<file path="src/rtl/dmg_mbc_pkg.sv">
// Shared types and address map for the DMG MBC1 cartridge mapper.
package dmg_mbc_pkg;

    typedef enum logic [1:0] {
        IDLE  = 2'd0,
        ISSUE = 2'd1,
        WAIT  = 2'd2
    } mbc_state_t;

    typedef enum logic [1:0] {
        RG_ROM  = 2'd0,
        RG_RAM  = 2'd1,
        RG_NONE = 2'd2
    } region_t;

    localparam logic [15:0] ROM0_BASE = 16'h0000;
    localparam logic [15:0] ROMX_BASE = 16'h4000;
    localparam logic [15:0] RAM_BASE  = 16'hA000;
    localparam logic [3:0]  RAM_EN_KEY = 4'hA;

    function automatic region_t decode_region(input logic [15:0] addr);
        region_t rg;
        if (addr[15:14] == ROM0_BASE[15:14] || addr[15:14] == ROMX_BASE[15:14]) begin
            rg = RG_ROM;
        end else if (addr[15:13] == RAM_BASE[15:13]) begin
            rg = RG_RAM;
        end else begin
            rg = RG_NONE;
        end
        return rg;
    endfunction

endpackage

</file>
<file path="src/rtl/mbc1_cart_ram.sv">
// Single-port synchronous cart RAM with one-cycle registered read.
module mbc1_cart_ram #(
    parameter int unsigned ADDR_W = 13
) (
    input  logic              clk,
    input  logic              we,
    input  logic [ADDR_W-1:0] addr,
    input  logic [7:0]        wdata,
    output logic [7:0]        rdata
);

    logic [7:0] mem [2**ADDR_W];

    always_ff @(posedge clk) begin
        if (we) begin
            mem[addr] <= wdata;
        end
        rdata <= mem[addr];
    end

endmodule

</file>
<file path="src/rtl/mbc1_mapper.sv">
// MBC1 bank controller: register decode, ROM bank mapping and a 3-edge read path.
// Optional battery-less cart RAM in 0xA000-0xBFFF is built when CART_RAM_EN is defined.
module mbc1_mapper
    import dmg_mbc_pkg::*;
#(
    parameter int unsigned ROM_ADDR_W = 15,
    parameter int unsigned RAM_ADDR_W = 13
) (
    input  logic                  clk,
    input  logic                  rst,
    input  logic [15:0]           cpu_addr,
    input  logic [7:0]            cpu_wdata,
    input  logic                  cpu_wr,
    input  logic                  cpu_rd,
    output logic [7:0]            cpu_rdata,
    output logic                  cpu_rvalid,
    output logic                  cpu_busy,
    output logic [ROM_ADDR_W-1:0] rom_addr,
    input  logic [7:0]            rom_data
);

    logic                  wr_q, rd_q, wr_edge, rd_edge;
    logic [4:0]            bank_lo;
    logic [1:0]            bank_hi;
    logic                  mode, ram_en;
    mbc_state_t            state;
    region_t               region_q;
    logic [6:0]            bank;
    logic [ROM_ADDR_W-1:0] mapped;
    logic [RAM_ADDR_W-1:0] ram_addr;
    logic [7:0]            ram_rdata;

    assign wr_edge = cpu_wr & ~wr_q;
    assign rd_edge = cpu_rd & ~rd_q;

    always_comb begin
        bank = 7'd0;
        if (cpu_addr < ROMX_BASE) begin
            bank = mode ? {bank_hi, 5'b0} : 7'd0;
        end else begin
            bank = {bank_hi, bank_lo};
        end
    end

    // Bank bits above the ROM width are dropped so small ROMs mirror.
    assign mapped   = ROM_ADDR_W'({bank, cpu_addr[13:0]});
    assign ram_addr = RAM_ADDR_W'(mode ? {bank_hi, cpu_addr[12:0]} : {2'b00, cpu_addr[12:0]});

    always_ff @(posedge clk) begin
        if (rst) begin
            wr_q    <= 1'b0;
            rd_q    <= 1'b0;
            bank_lo <= 5'd1;
            bank_hi <= 2'd0;
            mode    <= 1'b0;
            ram_en  <= 1'b0;
        end else begin
            wr_q <= cpu_wr;
            rd_q <= cpu_rd;
            if (wr_edge) begin
                case (cpu_addr[15:13])
                    3'b000: ram_en  <= (cpu_wdata[3:0] == RAM_EN_KEY);
                    3'b001: bank_lo <= (cpu_wdata[4:0] == 5'd0) ? 5'd1 : cpu_wdata[4:0];
                    3'b010: bank_hi <= cpu_wdata[1:0];
                    3'b011: mode    <= cpu_wdata[0];
                    default: ;
                endcase
            end
        end
    end

    always_ff @(posedge clk) begin
        if (rst) begin
            state      <= IDLE;
            region_q   <= RG_NONE;
            rom_addr   <= '0;
            cpu_rdata  <= 8'hFF;
            cpu_rvalid <= 1'b0;
            cpu_busy   <= 1'b0;
        end else begin
            cpu_rvalid <= 1'b0;
            case (state)
                IDLE: begin
                    if (rd_edge) begin
                        rom_addr <= mapped;
                        region_q <= decode_region(cpu_addr);
                        cpu_busy <= 1'b1;
                        state    <= ISSUE;
                    end
                end
                ISSUE: state <= WAIT;
                WAIT: begin
                    case (region_q)
                        RG_ROM:  cpu_rdata <= rom_data;
                        RG_RAM:  cpu_rdata <= ram_rdata;
                        default: cpu_rdata <= 8'hFF;
                    endcase
                    cpu_rvalid <= 1'b1;
                    cpu_busy   <= 1'b0;
                    state      <= IDLE;
                end
                default: state <= IDLE;
            endcase
        end
    end

`ifdef CART_RAM_EN
    logic [RAM_ADDR_W-1:0] ram_rd_addr_q, ram_port_addr;
    logic                  ram_we;
    logic [7:0]            ram_dout;

    assign ram_we        = wr_edge & ram_en & (decode_region(cpu_addr) == RG_RAM);
    // Writes borrow the single port; the read address is held from E0 onward.
    assign ram_port_addr = ram_we ? ram_addr : ram_rd_addr_q;

    always_ff @(posedge clk) begin
        if (rst) begin
            ram_rd_addr_q <= '0;
        end else if (state == IDLE && rd_edge) begin
            ram_rd_addr_q <= ram_addr;
        end
    end

    mbc1_cart_ram #(
        .ADDR_W (RAM_ADDR_W)
    ) u_cart_ram (
        .clk   (clk),
        .we    (ram_we),
        .addr  (ram_port_addr),
        .wdata (cpu_wdata),
        .rdata (ram_dout)
    );

    assign ram_rdata = ram_en ? ram_dout : 8'hFF;
`else
    logic unused_sig;
    assign unused_sig = ^{ram_en, cpu_wdata[7:5], ram_addr};
    assign ram_rdata  = 8'hFF;
`endif

endmodule

</file>
<file path="config.mk">
export PLATFORM = sky130hd
export DESIGN_NAME = mbc1_mapper
export DESIGN_NICKNAME = d
export VERILOG_FILES = /design/src/rtl/dmg_mbc_pkg.sv /design/src/rtl/mbc1_cart_ram.sv /design/src/rtl/mbc1_mapper.sv
export SDC_FILE = /design/constraint.sdc
export NUM_CORES = 1
export LEC_CHECK = 0
export ABC_AREA = 1
export CORE_MARGIN = 10
export CORE_UTILIZATION = 40
export DETAILED_ROUTE_END_ITERATION = 6
export PLACE_DENSITY = 0.83
export SYNTH_ARGS = -nofsm -noshare
export SYNTH_HDL_FRONTEND = slang
export SYNTH_HIERARCHICAL = 1
export SYNTH_SLANG_ARGS = --single-unit
</file>
<file path="constraint.sdc">
create_clock -name clk -period 2.2 [get_ports clk]
set_clock_uncertainty 0.15 [all_clocks]
set_input_delay 0.55 -clock clk [delete_from_list [all_inputs] [get_ports clk]]
set_output_delay 0.55 -clock clk [all_outputs]
set_load 0.1 [all_outputs]
</file>
==> metrics.csv, run 1 <==
stage,metric,value,unit
pwr,static leakage,0.770,nW
clock_tree,Root Driver,sky130_fd_sc_hd__clkbuf_4,
timing,Pins Over Slew Limit,0,
route,via count,1167,
clock_tree,cts hold-fix bufs,0,
clock_tree,number of buffers created by CTS,5,
critical_path,cell class contributing the biggest share of worst-path delay,buffers and inverters,
synthesis,number of warnings issued by yosys,6,
layout,antenna cell count,0,
timing,minimum setup slack in the final design,0.487,ns
critical_path,r2r worst-path depth,4,
die,CORE AREA,2780,sq um
clock_tree,"Reg clk slew, reported paths",0.09,ns
pwr,"IR drop worst, VDD",0.000772,V
clock_tree,H-tree lvl count,2,
timing,Achievable Freq,0.584,GHz
placed_design,hpwl dp,2.67,mm
synthesis,Synth Register Bits,32,
route,vias per cell,4.80,
synthesis,share of async-settable or async-resettable flops after synthesis,0,%
timing,tightest hold margin,0.317,ns
clock_tree,clock sink count,32,
critical_path,arrival time worst endpoint,1.78,ns
die,die outline width,74.4,um
die,count of standard-cell rows,19,
layout,"non-filler cells, final",243,
synthesis,top cell type by total area after synthesis,sky130_fd_sc_hd__dfxtp_1,
die,starting utilization of the core area,42.6,%
timing,final worst-path cycle share,77.9,%
synthesis,proportion of netlist area held by the largest area contributor,54.1,%
min_path,worst min-delay path category,reg -> reg,
synthesis,most used standard cell by instance count after synthesis,sky130_fd_sc_hd__nor2_1,
global_routing,total overflow reported by the global router,0,
critical_path,data required time of the worst path,2.26,ns
critical_path,chain of cells forming the critical path,"clkdlybuf4s50_1, inv_1, nor2_1, nand2_2, o21ai_0, nor2_1",
die,I/O pin total,61,
route,routed length per instance,13.8,um
timing,Tightest Pin Transition,0.381,ns
timing,setup_tns,0,ns
die,area of the die,5530,sq um
route,total wirelength of the detailed-routed design,3.34,mm
timing,RSZ-0062 raised after global routing,no,
synthesis,biggest area contributors in the synthesized netlist,"sky130_fd_sc_hd__dfxtp_1 (54%), sky130_fd_sc_hd__nor2_1 (11%), sky130_fd_sc_hd__o21ai_0 (11%), sky130_fd_sc_hd__nand2_1 (5.4%), sky130_fd_sc_hd__a21oi_1 (3.8%)",
synthesis,"Avg Cell Area, Syn",7.89,sq um
placed_design,input/output buffers,57,
route,Detail Route Antenna Nets,0,
critical_path,crit path buf inv count,2,
timing,clock period minus worst slack,1.71,ns
timing,worst-case headroom to the max-slew limit,74.6,%
synthesis,synth cell count leaders,"sky130_fd_sc_hd__nor2_1 (36), sky130_fd_sc_hd__dfxtp_1 (32), sky130_fd_sc_hd__o21ai_0 (25)",
route,violation count after the first detailed-routing iteration,31,
synthesis,number of distinct library cell variants in the gate-level netlist after synthesis,17,
critical_path,critical setup path kind,in -> reg,
synthesis,number of enable flip-flop cells after synthesis,0,
global_routing,maximum number of pins on one net before global-route repair,19,
synthesis,most common flop cell mapped by yosys,sky130_fd_sc_hd__dfxtp_1,
placed_design,post-place setup slack,0.169,ns
critical_path,Critical Path Max Stage Delay,0.47,ns
layout,multi-input gate area in the final layout,462,sq um
route,number of search-and-repair iterations in the first detailed-routing pass,4,
clock_tree,clock insertion delay at the later pin of the skew report,0.32,ns
global_routing,vias in the first global route,1161,
global_routing,number of antenna violations at the first check in global routing,0,
die,die height,74.4,um
critical_path,logic depth of the worst setup path including buffers,6,
global_routing,overall fraction of global-route tracks in use,12.0,%
synthesis,netlist area before placement,1180,sq um
layout,fin nets,247,
clock_tree,number of instances resized during post-cts repair,0,
clock_tree,TritonCTS clock tree,done,
layout,Filler Cell Count,244,
min_path,worst hold path depth,2,
placed_design,Final Wtd Congestion,0.677,
critical_path,nature of the critical path endpoint,register,
timing,Final setup viols,0,
critical_path,cell at the slowest stage of the critical path,sky130_fd_sc_hd__clkdlybuf4s50_1,
synthesis,sequential-to-total area share from yosys stat,54.1,%
status,result of the run,finished clean,
layout,post-synthesis to final-layout area growth,52.5,%
critical_path,CP Max Fanout,17,
layout,fraction of final layout cells sized beyond drive strength 1,20.8,%
timing,count of final hold-check violations,0,
clock_tree,Post-CTS Setup Repair Bufs,0,
placed_design,Post-Place Cells,235,
synthesis,Post-Synthesis Net Count,186,
global_routing,first-pass GRT wire length,5.21,mm
critical_path,type of element launching the critical path,input pin,
synthesis,cells after synthesis,150,
pwr,power density relative to cell area,796,nW/um^2
layout,storage element area,641,sq um
critical_path,Crit path top cell by count,sky130_fd_sc_hd__nor2_1,
flow_run,max-cap viol count,0,
route,post-route DRC violation count,0,
clock_tree,maximum count of clock buffers along a single path,2,
==> kinds of logic (layout without fill, tap and decap cells) <==
logic type	count (synthesis)	count (layout)	synth area share (%)
flip-flops	32	32	54.1
AO/OA/AOI/OAI	35	35	15.1
AND/OR/NAND/NOR	66	66	23.9
buffers and inverters	17	79	6.87
==> final timing paths <==
kind,start,end,slack [ns]
worst max-delay path,cpu_rd,rom_addr[5]$_SDFFE_PP0P_,0.49
worst min-delay path,region_q[1]$_SDFFE_PP1P_,region_q[1]$_SDFFE_PP1P_,0.32
worst max register to register,state[0]$_SDFFE_PP0P_,rom_addr[5]$_SDFFE_PP0P_,0.88
worst min register to register,region_q[1]$_SDFFE_PP1P_,region_q[1]$_SDFFE_PP1P_,0.32
==> through the flow <==
step | total power [mW] | utilization [%] | instance area [sq um]
6_report | 1.44 | 64.9 | 1810
4_1_cts | 1.45 | 64.9 | 1810
3_5_place_dp | 1.11 | 62.8 | 1750
5_1_grt | 1.50 | 64.9 | 1810
2_1_floorplan | 0.968 | - | 1180
3_3_place_gp | 1.10 | 62.8 | 1750
==> where the power goes <==
part / internal [mW] / switching [mW]
combinational: 0.135 / 0.323
sequential: 0.618 / 0.0221
clock: 0.158 / 0.181
==> metal layers <==
layer / share of wire, % / vias up / GRT usage, %
met4: 2.5 / 0 / 5.08
met1: 36 / 516 / 11.0
li1: - / 603 / -
met3: 8.6 / 8 / 5.45
met5: 0 / - / 0
met2: 53 / 40 / 22.1
==> final cells by class <==
| cell class | instances | share of cell area, % |
|---|---|---|
| inverters | 12 | 2.49 |
| clock buffers | 8 | 3.26 |
| flip-flops and latches | 32 | 35.5 |
| multi-input cells | 101 | 25.6 |
| well taps | 31 | 2.15 |
| repair buffers | 59 | 31.0 |
==> state kept, by name, summed over array words and instances (netlist names) <==
name / flops
cpu_rvalid: 1
cpu_rdata: 8
region_q: 2
bank_lo: 1
state: 2
cpu_busy: 1
rom_addr: 15
rd_q: 1
wr_q: 1
==> placed cells by master (no fill, tap or decap), drive strengths merged <==
cell type	count
dfxtp	32
or2	1
nand3	5
clkdlybuf4s50	32
buf	27
o21ai	25
nor2	39
clkbuf	8
a21oi	10
inv	12
nand2	20
nor3	1
==> tightest hold or removal path, delay by kind of cell, from the launching register on <==
kind,cells,cell delay (ns)
compound gates,1,0.06
flops,1,0.33
simple gates,1,0.05
Note: power is estimated with default switching activity, not from simulation.
==> inputs of run 2 (changes only) <==
- CORE_UTILIZATION: 40 -> 38
- PLACE_DENSITY: 0.83 -> 0.79
- clock period: 2.2 -> 1.6 ns (I/O delays scaled with it)
==> run 2 against run 1 <==
Register-to-register slack lost 0.54 ns. Hold slack is essentially flat. Global-route usage shrank 0.73 points. Combinational power grew 57%. First-iteration DRC count grew 35%. Final cell count grew 6.2%. Clock-buffer cell count shrank 2. Flip-flop and latch count is the same. Clock power grew 42%. Critical path depth shrank 5. Critical endpoint is now rom_addr[2]. Largest power group unchanged. Highest routed layer unchanged.
==> metrics.csv, run 2 (synthesized netlist as in run 1, its figures left out) <==
stage,metric,value,unit,change
status,result of the run,finished clean,,unchanged
pwr,"IR drop worst, VDD",0.000637,V,was 0.000772 V
critical_path,cell class contributing the biggest share of worst-path delay,flip-flops,,was buffers and inverters
critical_path,critical setup path kind,reg -> out,,was in -> reg
min_path,end of the worst hold path,region_q[1]$_SDFFE_PP1P_,,unchanged
die,area of the die,5750,sq um,was 5530 sq um
clock_tree,Post-CTS Setup Repair Bufs,0,,unchanged
route,routed length per instance,12.2,um,was 13.8 um
global_routing,met1 demand-to-capacity share in global routing,13.4,%,was 11.0%
clock_tree,number of buffers created by CTS,5,,unchanged
placed_design,Final Wtd Congestion,0.730,,was 0.677
route,violation count after the first detailed-routing iteration,42,,was 31
critical_path,arrival time worst endpoint,0.93,ns,was 1.78 ns
critical_path,chain of cells forming the critical path,buf_12,,"was clkdlybuf4s50_1, inv_1, nor2_1, nand2_2, o21ai_0, nor2_1"
timing,clock period minus worst slack,1.48,ns,
layout,Largest register FFs,15,,unchanged
min_path,worst min-delay path category,reg -> reg,,unchanged
critical_path,cell at the slowest stage of the critical path,sky130_fd_sc_hd__dfxtp_1,,was sky130_fd_sc_hd__clkdlybuf4s50_1
pwr,power density relative to cell area,995,nW/um^2,was 796 nW/um^2
critical_path,R2R setup slack,0.34,ns,was 0.88 ns
placed_design,post-place instance area,2050,sq um,was 1750 sq um
timing,minimum setup slack in the final design,0.118,ns,was 0.487 ns
clock_tree,Root Driver,sky130_fd_sc_hd__clkbuf_4,,unchanged
clock_tree,TritonCTS clock tree,done,,unchanged
global_routing,number of antenna violations at the first check in global routing,0,,unchanged
layout,Filler Cell Count,253,,was 244
timing,Achievable Freq,0.675,GHz,
clock_tree,clock sink count,32,,unchanged
placed_design,input/output buffers,57,,unchanged
timing,RSZ-0062 raised after global routing,no,,unchanged
global_routing,met2 track demand over resource,17.3,%,was 22.1%
critical_path,reg-to-reg endpoint,rom_addr[9]$_SDFFE_PP0P_,,was rom_addr[5]$_SDFFE_PP0P_
route,via count,1160,,"was 1,167"
timing,Final setup viols,0,,unchanged
die,starting utilization of the core area,39.1,%,was 42.6%
timing,tightest hold margin,0.317,ns,about the same
global_routing,first-pass GRT wire length,4.82,mm,was 5.21 mm
clock_tree,maximum count of clock buffers along a single path,2,,unchanged
min_path,worst hold path depth,2,,unchanged
layout,largest register by flop count,rom_addr,,unchanged
layout,largest registers in the final layout,"rom_addr: 15 flops, cpu_rdata: 8 flops",,unchanged
layout,post-synthesis to final-layout area growth,78.6,%,was 52.5%
layout,most frequent cells in the layout,"sky130_fd_sc_hd__nor2_1 (36), sky130_fd_sc_hd__dfxtp_1 (32), sky130_fd_sc_hd__clkdlybuf4s50_1 (32), sky130_fd_sc_hd__o21ai_0 (25), sky130_fd_sc_hd__buf_12 (25)",,"was sky130_fd_sc_hd__nor2_1 (36), sky130_fd_sc_hd__dfxtp_1 (32), sky130_fd_sc_hd__clkdlybuf4s50_1 (32), sky130_fd_sc_hd__o21ai_0 (25), sky130_fd_sc_hd__buf_4 (24)"
critical_path,nature of the critical path endpoint,primary output,,was register
critical_path,r2r worst-path depth,4,,unchanged
route,post-route DRC violation count,0,,unchanged
clock_tree,"Reg clk slew, reported paths",0.10,ns,was 0.09 ns
route,total wirelength of the detailed-routed design,3.15,mm,was 3.34 mm
critical_path,crit path buf inv count,1,,was 2
flow_run,max-cap viol count,0,,unchanged
critical_path,data required time of the worst path,1.05,ns,was 2.26 ns
die,I/O pin total,61,,unchanged
timing,Tightest Pin Transition,0.395,ns,was 0.381 ns
timing,Pins Over Slew Limit,0,,unchanged
die,die height,75.8,um,was 74.4 um
die,CORE AREA,3030,sq um,was 2780 sq um
global_routing,overall fraction of global-route tracks in use,11.2,%,was 12.0%
critical_path,Worst R2R Start,state[0]$_SDFFE_PP0P_,,unchanged
layout,final core utilization,69.8,%,was 64.9%
critical_path,Critical Path Max Stage Delay,0.41,ns,was 0.47 ns
clock_tree,cts hold-fix bufs,0,,unchanged
pwr,static leakage,0.882,nW,was 0.770 nW
route,Detail Route Antenna Nets,0,,unchanged
layout,fraction of final layout cells sized beyond drive strength 1,22.4,%,was 20.8%
placed_design,post-place setup slack,-0.179,ns,was 0.169 ns
global_routing,maximum number of pins on one net before global-route repair,19,,unchanged
layout,antenna cell count,0,,unchanged
critical_path,type of element launching the critical path,register,,was input pin
timing,count of final hold-check violations,0,,unchanged
min_path,startpoint of the worst hold path,region_q[1]$_SDFFE_PP1P_,,unchanged
global_routing,peak-usage layer in the global routing report,met2,,unchanged
layout,"most common cell after layout, fill and taps aside",sky130_fd_sc_hd__nor2_1,,unchanged
route,number of search-and-repair iterations in the first detailed-routing pass,5,,was 4
clock_tree,number of instances resized during post-cts repair,0,,unchanged
clock_tree,H-tree lvl count,2,,unchanged
layout,fin nets,249,,was 247
critical_path,CP Max Fanout,2,,was 17
timing,final worst-path cycle share,92.6,%,
placed_design,hpwl dp,2.48,mm,was 2.67 mm
die,count of standard-cell rows,20,,was 19
timing,worst-case headroom to the max-slew limit,73.7,%,was 74.6%
route,vias per cell,4.50,,was 4.80
layout,storage element area,641,sq um,unchanged
global_routing,GR Layer Usage met3,4.95,%,was 5.45%
die,die outline width,75.8,um,was 74.4 um
clock_tree,clock insertion delay at the later pin of the skew report,0.33,ns,was 0.32 ns
pwr,Final Total Pwr,2.10,mW,was 1.44 mW
layout,summed area of non-filler cells in the final layout,2110,sq um,was 1810 sq um
global_routing,total overflow reported by the global router,0,,unchanged
global_routing,vias in the first global route,1018,,"was 1,161"
layout,multi-input gate area in the final layout,462,sq um,unchanged
-- run 2: cell type report --
class	count	area share, %
repair buffers	61	40.2
clock buffers	6	2.43
well taps	44	2.60
clock inverters	2	0.473
multi-input cells	101	21.8
flip-flops and latches	32	30.3
inverters	12	2.13
-- run 2: per-stage QoR --
stage	instances	TNS, ns
after floorplan	150	0
after global placement	250	-2.43
after detailed placement	250	-2.61
after CTS	258	0
after global routing	258	0
final	258	0
-- run 2: how the worst max path moves through the flow --
stage / from / endpoint / slack (ns) / cells after the start
2_1_floorplan: rom_addr[2]$_SDFFE_PP0P_ / rom_addr[2] / 0.11 / 0
3_3_place_gp: cpu_rd / rom_addr[4]$_SDFFE_PP0P_ / -0.16 / 6
3_5_place_dp: cpu_rd / rom_addr[3]$_SDFFE_PP0P_ / -0.18 / 6
4_1_cts: rom_addr[2]$_SDFFE_PP0P_ / rom_addr[2] / 0.10 / 1
5_1_grt: cpu_rdata[1]$_SDFFE_PP1P_ / cpu_rdata[1] / 0.06 / 1
6_report: rom_addr[2]$_SDFFE_PP0P_ / rom_addr[2] / 0.12 / 1
-- run 2: where the power goes --
part	total (mW)	internal, mW	switching, mW
sequential	0.900	0.850	0.0499
combinational	0.721	0.282	0.439
clock	0.483	0.209	0.274
-- run 2: per-layer routing --
metal  wire length, um  vias to the layer above
li1                  -                      604
met1              1330                      520
met2              1560                       31
met3               209                        5
met4                42                        0
met5                 0                        -
==> inputs of run 3 (changes only) <==
- CORE_UTILIZATION: 38 -> 35
- PLACE_DENSITY: 0.79 -> 0.74
==> run 3 against run 2 <==
Combinational power rose by 0.8%. Maximum frequency fell by 1.7%. Non-clock buffer count fell by 1. Wire length rose by 5.6%. Via count fell by 1.3%. Global-route usage fell by 0.34 points. Design area rose by 2.0%. Sequential share of layout area fell by 0.58 points. Critical path depth did not move. Die area rose by 6.3%. Clock power rose by 43%. Highest routed layer unchanged.
==> metrics.csv, run 3 (synthesized netlist as in run 1, its figures left out) <==
stage,metric,value,unit,change
clock_tree,H-tree lvl count,2,,unchanged
route,via count,1145,,"was 1,160"
critical_path,type of element launching the critical path,register,,unchanged
route,total wirelength of the detailed-routed design,3.33,mm,was 3.15 mm
layout,post-synthesis to final-layout area growth,82.1,%,was 78.6%
die,count of standard-cell rows,21,,was 20
pwr,Pint,1.55,mW,was 1.34 mW
status,result of the run,finished clean,,unchanged
timing,minimum setup slack in the final design,0.0916,ns,was 0.118 ns
min_path,worst hold path depth,1,,was 2
min_path,worst min-delay path category,reg -> reg,,unchanged
route,violation count after the first detailed-routing iteration,50,,was 42
timing,count of final hold-check violations,0,,unchanged
layout,largest register by flop count,rom_addr,,unchanged
route,vias per cell,4.42,,was 4.50
pwr,part of the power in registers,38.9,%,was 42.8%
route,routed length per instance,12.8,um,was 12.2 um
pwr,"IR drop worst, VDD",0.000731,V,was 0.000637 V
clock_tree,Post-CTS Setup Repair Bufs,0,,unchanged
placed_design,hpwl dp,2.56,mm,was 2.48 mm
clock_tree,maximum count of clock buffers along a single path,2,,unchanged
route,number of search-and-repair iterations in the first detailed-routing pass,4,,was 5
pwr,power dissipated by switching net loads,772,uW,was 763 uW
placed_design,post-place setup slack,-0.189,ns,was -0.179 ns
layout,"most common cell after layout, fill and taps aside",sky130_fd_sc_hd__nor2_1,,unchanged
clock_tree,number of instances resized during post-cts repair,0,,unchanged
clock_tree,cts hold-fix bufs,0,,unchanged
layout,Filler Cell Count,291,,was 253
global_routing,total overflow reported by the global router,0,,unchanged
timing,Pins Over Slew Limit,0,,unchanged
critical_path,CP Max Fanout,2,,unchanged
critical_path,cell class contributing the biggest share of worst-path delay,flip-flops,,unchanged
global_routing,vias in the first global route,1057,,"was 1,018"
timing,clock period minus worst slack,1.51,ns,was 1.48 ns
global_routing,overall fraction of global-route tracks in use,10.9,%,was 11.2%
pwr,combinational share of power,31.3,%,was 34.3%
critical_path,arrival time worst endpoint,0.96,ns,was 0.93 ns
layout,Largest register FFs,15,,unchanged
placed_design,Final Wtd Congestion,0.703,,was 0.730
layout,multi-input gate area in the final layout,462,sq um,unchanged
flow_run,max-cap viol count,0,,unchanged
critical_path,data required time of the worst path,1.05,ns,about the same
clock_tree,"Reg clk slew, reported paths",0.10,ns,about the same
timing,Tightest Pin Transition,0.373,ns,was 0.395 ns
placed_design,input/output buffers,57,,unchanged
critical_path,R2R setup slack,0.32,ns,was 0.34 ns
die,die height,78.2,um,was 75.8 um
layout,largest registers in the final layout,"rom_addr: 15 flops, cpu_rdata: 8 flops",,unchanged
timing,tightest hold margin,0.319,ns,was 0.317 ns
global_routing,first-pass GRT wire length,5.33,mm,was 4.82 mm
critical_path,nature of the critical path endpoint,primary output,,unchanged
timing,RSZ-0062 raised after global routing,no,,unchanged
clock_tree,Root Driver,sky130_fd_sc_hd__clkbuf_4,,unchanged
layout,storage element area,641,sq um,unchanged
layout,fraction of final layout cells sized beyond drive strength 1,22.1,%,was 22.4%
die,area of the die,6110,sq um,was 5750 sq um
die,CORE AREA,3310,sq um,was 3030 sq um
pwr,power density relative to cell area,1080,nW/um^2,was 995 nW/um^2
global_routing,maximum number of pins on one net before global-route repair,19,,unchanged
route,post-route DRC violation count,0,,unchanged
pwr,switching power as a share of total power,33.2,%,was 36.3%
clock_tree,number of buffers created by CTS,5,,unchanged
clock_tree,TritonCTS clock tree,done,,unchanged
route,Detail Route Antenna Nets,0,,unchanged
clock_tree,clock sink count,32,,unchanged
layout,antenna cell count,0,,unchanged
timing,final worst-path cycle share,94.3,%,was 92.6%
critical_path,r2r worst-path depth,4,,unchanged
critical_path,critical setup path kind,reg -> out,,unchanged
critical_path,chain of cells forming the critical path,buf_12,,unchanged
clock_tree,clock insertion delay at the later pin of the skew report,0.33,ns,about the same
timing,Achievable Freq,0.663,GHz,was 0.675 GHz
die,starting utilization of the core area,35.8,%,was 39.1%
critical_path,logic depth of the worst setup path including buffers,1,,unchanged
die,I/O pin total,61,,unchanged
pwr,Clk network pwr share,29.8,%,was 22.9%
timing,Final setup viols,0,,unchanged
critical_path,cell at the slowest stage of the critical path,sky130_fd_sc_hd__dfxtp_1,,unchanged
layout,fin nets,248,,was 249
pwr,static leakage,0.894,nW,was 0.882 nW
critical_path,Critical Path Max Stage Delay,0.42,ns,was 0.41 ns
timing,worst-case headroom to the max-slew limit,75.1,%,was 73.7%
layout,most frequent cells in the layout,"sky130_fd_sc_hd__nor2_1 (36), sky130_fd_sc_hd__dfxtp_1 (32), sky130_fd_sc_hd__clkdlybuf4s50_1 (32), sky130_fd_sc_hd__buf_12 (26), sky130_fd_sc_hd__o21ai_0 (25)",,"was sky130_fd_sc_hd__nor2_1 (36), sky130_fd_sc_hd__dfxtp_1 (32), sky130_fd_sc_hd__clkdlybuf4s50_1 (32), sky130_fd_sc_hd__o21ai_0 (25), sky130_fd_sc_hd__buf_12 (25)"
die,die outline width,78.2,um,was 75.8 um
critical_path,crit path buf inv count,1,,unchanged
global_routing,number of antenna violations at the first check in global routing,0,,unchanged
[run 3: per-layer routing]
metal	part of all wire (%)	wire [um]	GRT usage, %
met2	50	1660	17.8
met5	0	0	0
met3	7.0	234	3.42
met4	2.6	85	5.38
met1	40	1350	12.5
[run 3: final timing paths]
| check | startpoint | end |
|---|---|---|
| max | rom_addr[2]$_SDFFE_PP0P_ | rom_addr[2] |
| min | state[1]$_SDFFE_PP0P_ | state[1]$_SDFFE_PP0P_ |
| max reg2reg | state[0]$_SDFFE_PP0P_ | rom_addr[12]$_SDFFE_PP0P_ |
| min reg2reg | state[1]$_SDFFE_PP0P_ | state[1]$_SDFFE_PP0P_ |
[run 3: power groups by stage]
stage	Clock (mW)	Combinational [mW]	Sequential (mW)
final	0.692	0.727	0.902
after global placement	0	0.725	0.918
after detailed placement	0	0.731	0.921
after global routing	0.733	0.759	0.910
after CTS	0.706	0.733	0.903
after floorplan	0	0.116	1.21
[run 3: through the flow]
stage                     cells  setup TNS (ns)  total power [mW]  cell area, sq um  util [%]
final                       259               0              2.32              2160      65.1
after global placement      251           -2.75              1.64              2060      62.2
after CTS                   259               0              2.34              2160      65.1
after detailed placement    251           -2.81              1.65              2060      62.2
after global routing        259               0              2.40              2160      65.1
after floorplan             150               0              1.33              1180         -
[run 3: layout make-up]
type / instances / share of cell area [%]
clock buffers: 7 / 3.02
well taps: 46 / 2.67
multi-input cells: 101 / 21.4
inverters: 12 / 2.09
flip-flops and latches: 32 / 29.7
clock inverters: 1 / 1.39
repair buffers: 60 / 39.7
